==> src/rtl/instruction_fetch_pkg.sv <==
// Shared definitions for the fetch stage and the decode control unit:
// next-PC select encodings, fetch FSM state encodings and PC helpers.
package instruction_fetch_pkg;

   typedef enum logic [1:0] {
      PCSRC_PC4 = 2'b00,
      PCSRC_BR  = 2'b01,
      PCSRC_JR  = 2'b10,
      PCSRC_J   = 2'b11
   } pcsrc_e;

   typedef enum logic [1:0] {
      FETCH   = 2'b00,
      HOLD    = 2'b01,
      DISCARD = 2'b10
   } if_state_e;

   localparam logic [31:0] PC_STEP = 32'd4;

   function automatic logic [31:0] word_align(input logic [31:0] addr);
      return {addr[31:2], 2'b00};
   endfunction

endpackage

==> src/rtl/instruction_fetch_ifid.sv <==
// IF/ID pipeline register: flush inserts a bubble (pc4 kept), load captures
// a new instruction, otherwise the register holds.
module ifid_reg #(
   parameter logic [31:0] NOP_INST = 32'h0000_0000
) (
   input  logic        clk,
   input  logic        rst,
   input  logic        load,
   input  logic        flush,
   input  logic [31:0] load_inst,
   input  logic [31:0] load_pc4,
   output logic [31:0] if_inst,
   output logic [31:0] if_pc4,
   output logic        if_valid
);

   // Register update; flush wins over load.
   always_ff @(posedge clk) begin
      if (rst) begin
         if_inst  <= NOP_INST;
         if_pc4   <= 32'd0;
         if_valid <= 1'b0;
      end else if (flush) begin
         if_inst  <= NOP_INST;
         if_valid <= 1'b0;
      end else if (load) begin
         if_inst  <= load_inst;
         if_pc4   <= load_pc4;
         if_valid <= 1'b1;
      end
   end

endmodule

==> src/rtl/instruction_fetch.sv <==
// Instruction fetch stage: PC register, next-PC select, fetch FSM with a
// one-entry skid buffer for decode stalls and a pending-target register for
// redirects that arrive while a fetch is outstanding.
// Optional build macro IFETCH_PERF_CNT_EN adds fetch/stall perf counters.
//
// state   | meaning
// FETCH   | request outstanding at pc
// HOLD    | fetched word parked in skid, waiting for decode stall to clear
// DISCARD | redirect taken, waiting to drop the stale response at old pc
module instruction_fetch
   import instruction_fetch_pkg::*;
#(
   parameter logic [31:0] RESET_PC = 32'h0000_0000,
   parameter logic [31:0] NOP_INST = 32'h0000_0000
) (
   input  logic        clk,
   input  logic        rst,
   input  logic        stall_en,
   input  logic [1:0]  pcsource,
   input  logic [31:0] bpc,
   input  logic [31:0] jpc,
   input  logic [31:0] jr_target,
   output logic        imem_req,
   output logic [31:0] imem_addr,
   input  logic        imem_ready,
   input  logic [31:0] imem_rdata,
   output logic [31:0] if_pc4,
   output logic [31:0] if_inst,
   output logic        if_valid
`ifdef IFETCH_PERF_CNT_EN
   ,
   output logic [31:0] perf_fetch_cnt,
   output logic [31:0] perf_stall_cnt
`endif
);

   if_state_e   state, state_nxt;
   logic [31:0] pc, pc_nxt, pc_plus4;
   logic [31:0] pend, pend_nxt;
   logic [31:0] skid_inst, skid_inst_nxt;
   logic [31:0] skid_pc4, skid_pc4_nxt;
   logic [31:0] target;
   logic [31:0] ld_inst, ld_pc4;
   logic        redirect, ifid_load, ifid_flush;

   assign pc_plus4  = pc + PC_STEP;
   assign redirect  = !stall_en && (pcsource != PCSRC_PC4);
   assign imem_req  = !rst && (state != HOLD);
   assign imem_addr = word_align(pc);

   // Redirect target select; low bits cleared so pc stays word aligned.
   always_comb begin
      target = word_align(pc_plus4);
      case (pcsource)
         PCSRC_BR: target = word_align(bpc);
         PCSRC_JR: target = word_align(jr_target);
         PCSRC_J:  target = word_align(jpc);
         default:  target = word_align(pc_plus4);
      endcase
   end

   // Next-state, next-PC and IF/ID control.
   always_comb begin
      state_nxt     = state;
      pc_nxt        = pc;
      pend_nxt      = pend;
      skid_inst_nxt = skid_inst;
      skid_pc4_nxt  = skid_pc4;
      ifid_load     = 1'b0;
      ifid_flush    = 1'b0;
      ld_inst       = imem_rdata;
      ld_pc4        = pc_plus4;
      case (state)
         FETCH: begin
            if (redirect) begin
               ifid_flush = 1'b1;
               if (imem_ready) begin
                  pc_nxt = target;
               end else begin
                  pend_nxt  = target;
                  state_nxt = DISCARD;
               end
            end else if (imem_ready) begin
               if (stall_en) begin
                  skid_inst_nxt = imem_rdata;
                  skid_pc4_nxt  = pc_plus4;
                  state_nxt     = HOLD;
               end else begin
                  ifid_load = 1'b1;
                  pc_nxt    = pc_plus4;
               end
            end else if (!stall_en) begin
               ifid_flush = 1'b1;
            end
         end
         HOLD: begin
            if (redirect) begin
               ifid_flush = 1'b1;
               pc_nxt     = target;
               state_nxt  = FETCH;
            end else if (!stall_en) begin
               ifid_load = 1'b1;
               ld_inst   = skid_inst;
               ld_pc4    = skid_pc4;
               pc_nxt    = pc_plus4;
               state_nxt = FETCH;
            end
         end
         DISCARD: begin
            // A newer redirect replaces the pending target; the stale
            // response is still dropped.
            if (redirect) begin
               ifid_flush = 1'b1;
               if (imem_ready) begin
                  pc_nxt    = target;
                  state_nxt = FETCH;
               end else begin
                  pend_nxt = target;
               end
            end else if (imem_ready) begin
               pc_nxt    = pend;
               state_nxt = FETCH;
            end
         end
         default: state_nxt = FETCH;
      endcase
   end

   // State, PC, skid and pending registers.
   always_ff @(posedge clk) begin
      if (rst) begin
         state     <= FETCH;
         pc        <= RESET_PC;
         pend      <= 32'd0;
         skid_inst <= 32'd0;
         skid_pc4  <= 32'd0;
      end else begin
         state     <= state_nxt;
         pc        <= pc_nxt;
         pend      <= pend_nxt;
         skid_inst <= skid_inst_nxt;
         skid_pc4  <= skid_pc4_nxt;
      end
   end

   ifid_reg #(.NOP_INST(NOP_INST)) u_ifid (
      .clk       (clk),
      .rst       (rst),
      .load      (ifid_load),
      .flush     (ifid_flush),
      .load_inst (ld_inst),
      .load_pc4  (ld_pc4),
      .if_inst   (if_inst),
      .if_pc4    (if_pc4),
      .if_valid  (if_valid)
   );

`ifdef IFETCH_PERF_CNT_EN
   logic fetch_acc;

   // A fetch counts once, when its data is accepted and not being dropped.
   assign fetch_acc = (state == FETCH) && imem_ready && !redirect;

   // Performance counters, free-running and wrapping.
   always_ff @(posedge clk) begin
      if (rst) begin
         perf_fetch_cnt <= 32'd0;
         perf_stall_cnt <= 32'd0;
      end else begin
         if (fetch_acc)
            perf_fetch_cnt <= perf_fetch_cnt + 32'd1;
         if (stall_en || (state == HOLD))
            perf_stall_cnt <= perf_stall_cnt + 32'd1;
      end
   end
`else
   // Counters are not built in this configuration.
`endif

endmodule

==> config.mk <==
export PLATFORM = sky130hd
export DESIGN_NAME = instruction_fetch
export DESIGN_NICKNAME = d
export VERILOG_FILES = /design/src/rtl/instruction_fetch_pkg.sv /design/src/rtl/instruction_fetch_ifid.sv /design/src/rtl/instruction_fetch.sv
export SDC_FILE = /design/constraint.sdc
export NUM_CORES = 1
export LEC_CHECK = 0
export BUFFER_PORTS_ARGS = -buffer_cell sky130_fd_sc_hd__clkbuf_2
export CORE_ASPECT_RATIO = 1.2
export CORE_MARGIN = 2
export CORE_UTILIZATION = 56
export CTS_CLUSTER_SIZE = 30
export DETAILED_ROUTE_END_ITERATION = 8
export PLACE_DENSITY = 0.91
export SLEW_MARGIN = 20
export SYNTH_ARGS = -nofsm -noshare
export SYNTH_HDL_FRONTEND = slang
export SYNTH_SLANG_ARGS = --single-unit
==> constraint.sdc <==
create_clock -name clk -period 2.7 [get_ports clk]
set_input_delay 0.54 -clock clk [delete_from_list [all_inputs] [get_ports clk]]
set_output_delay 0.54 -clock clk [all_outputs]
set_load 0.01 [all_outputs]
==> metrics.yaml <==
outcome:
  outcome: "finished clean"
routing:
  wl_per_cell_um: 17.6
  drt_iter0_markers: 1221
  routed_wl_mm: 32.8
  via_count: 11476
  postRouteAntennaNets: 0
  dr.pass1.iters: 7
  avgViaCountPerCell: 6.15
  drc: 0
clock_network:
  clock_latency_ns: 0.44
  cts_setup_buffers: 0
  clkTransAtPathRegs_ns: 0.09
  cts_hold_buf: 0
  cts-resized-gates: 0
  cts_inserted_buffers: 17
  cts_tree: "done"
  cts-root-buf: "clkbuf_16"
  numClockSinks: 193
  htree_levels: 4
  cts_max_path_buffers: 2
sta:
  skew_ns: 0.0159
  finalCritPeriodShare: 0.953
  slew_headroom: 0.497
  hold_violations: 0
  fin_crit_ns: 2.57
  worstMarginPinSlew_ns: 0.750
  hold_ws_ns: 0.331
  max_freq_mhz: 389
  rsz0062_at_grt: "no"
  finalSetupViolCount: 0
  final.setup.tns_ns: 0
  finalMaxSlewViolations: 0
final_layout:
  drive_above_1_share: 0.229
  finalNetCount: 1730
  area_delta_synth_final_pct: 16.7
  fillers: 1656
  post-route-util: 0.661
  diodes: 0
worst_setup_path:
  r2r_cells: 8
  cp-start-kind: "flip-flop"
  crit_type: "reg -> reg"
  crit_fanout: 8
  endpoint_kind: "flip-flop"
  cp.required_ns: 3.02
  startpoint: "state[0]"
  r2r_setup_slack_ns: 0.13
  worstPathArrival_ns: 2.89
  rr_endpoint: "pc[22]"
  endpoint: "pc[22]"
  rr_startpoint: "state[0]"
synth:
  synth_ff_type: "dfxtp_1"
  ys_types: 72
  synth_seq_cells: 193
  yosysMostFrequentCell: "nand2_1"
  ys_seq_area_frac: 0.353
  synth_commonest_cells: "225 x nand2_1, 224 x nor2_1, 193 x dfxtp_1"
  syn_inst: 1462
  avgSynthCellArea_um2: 7.49
  synth_edf_count: 0
  synth_area_leaders: "dfxtp_1 35%, nand2_1 7.7%, nor2_1 7.7%"
  synth_area_mm2: 0.0110
  synth_top_area_share: 0.353
  async_reset_ff_frac: 0
  synth_area_leader_cell: "dfxtp_1"
  yosys_warnings: 0
place:
  hpwl_mm: 23.3
  gp_congestion: 0.982
  io_buffers: 223
power_and_ir_drop:
  power_density_mw_per_mm2: 607
  worst_ir_drop_vdd_v: 0.000497
  p_total_mw: 7.76
  p_leak_nw: 5.14
grt:
  grt_pass1_vias: 10038
  grt_pass1_wl_mm: 51.6
  grt_use_total: 0.304
  grt_max_degree: 91
  grt_overflow_total: 0
  grt_antenna_before_repair: 0
die:
  core-area_mm2: 0.0193
  die_h_um: 157
  start_util: 0.566
  rows: 56
  design.die.area_mm2: 0.0207
  die_x_um: 132
  ios: 232
hold_path:
  hold_class: "in -> reg"
flow_run:
  maxCapViolCount: 0
-- worst min path at each step --
stage | startpoint | to | slack (ns) | depth (start not counted)
global route | imem_rdata[9] | skid_inst[9] | 0.33 | 3
detailed placement | pend[2] | pend[2] | 0.45 | 2
CTS | imem_rdata[7] | skid_inst[7] | 0.32 | 3
global placement | pend[31] | pend[31] | 0.44 | 2
finish | imem_rdata[0] | skid_inst[0] | 0.33 | 3
floorplan | pend[31] | pend[31] | 0.43 | 2
-- report_power, final --
group          total [mW]  switching (mW)  internal, mW
logic                1.94            1.19         0.749
clock network        2.56            1.29          1.27
registers            3.26           0.209          3.05
total                7.76            2.69          5.07
-- layer usage --
layer	track usage	wire [um]	share of wire
met4	0.128	1260	0.038
met5	0	0	0
met1	0.392	13200	0.40
met2	0.508	15100	0.46
met3	0.0502	3240	0.099
-- critical path, cell delays in order, from the launching register on --
cell      delay (ns)
dfxtp_1         0.42
inv_1           0.09
ha_1            0.31
o21ba_2         0.30
a211o_1         0.41
a221o_1         0.30
a211oi_1        0.36
a31oi_1         0.13
o211a_1         0.14
-- logic make-up after synthesis --
kind of cell | Yosys count | share of synthesized area
simple gates | 564 | 0.222
compound gates | 437 | 0.273
xor+xnor | 28 | 0.0224
other cells | 1 | 0.000342
fa+ha+maj | 5 | 0.00571
flops | 193 | 0.353
buf+inv | 195 | 0.0842
mux | 39 | 0.0395
-- final cells by class --
type | count | area [um^2] | share of cell area
clock buffers | 17 | 425 | 0.0333
clock inverters | 15 | 185 | 0.0145
inverters | 14 | 52.6 | 0.00411
multi-input cells | 1075 | 6200 | 0.485
flip-flops and latches | 193 | 3860 | 0.302
well taps | 261 | 327 | 0.0255
repair buffers | 290 | 1730 | 0.136
-- stage by stage --
stage | worst slack (ns) | cells | cell area [um^2]
final | 0.127 | 1865 | 12800
after global routing | 0.0287 | 1865 | 12800
after CTS | 0.157 | 1865 | 12800
after detailed placement | 0.227 | 1833 | 12200
after global placement | 0.262 | 1833 | 12200
after floorplan | 0.466 | 1463 | 11000
-- layout by cell type, fill, tap and decap left out, drive strengths merged, types with 25 or more instances in the layout --
master,instances
a211oi,87
a21oi,119
a22oi,25
a311oi,34
buf,68
clkbuf,239
dfxtp,193
nand2,225
nor2,225
o21ai,61
-- flip-flops by register name, indices dropped and copies added (netlist names) --
register and cells:
pc 32, pend 30, skid_inst 32, skid_pc4 32, state 2, u_ifid.if_inst 32, u_ifid.if_pc4 32, u_ifid.if_valid 1
(Power assumes the default switching activity.)
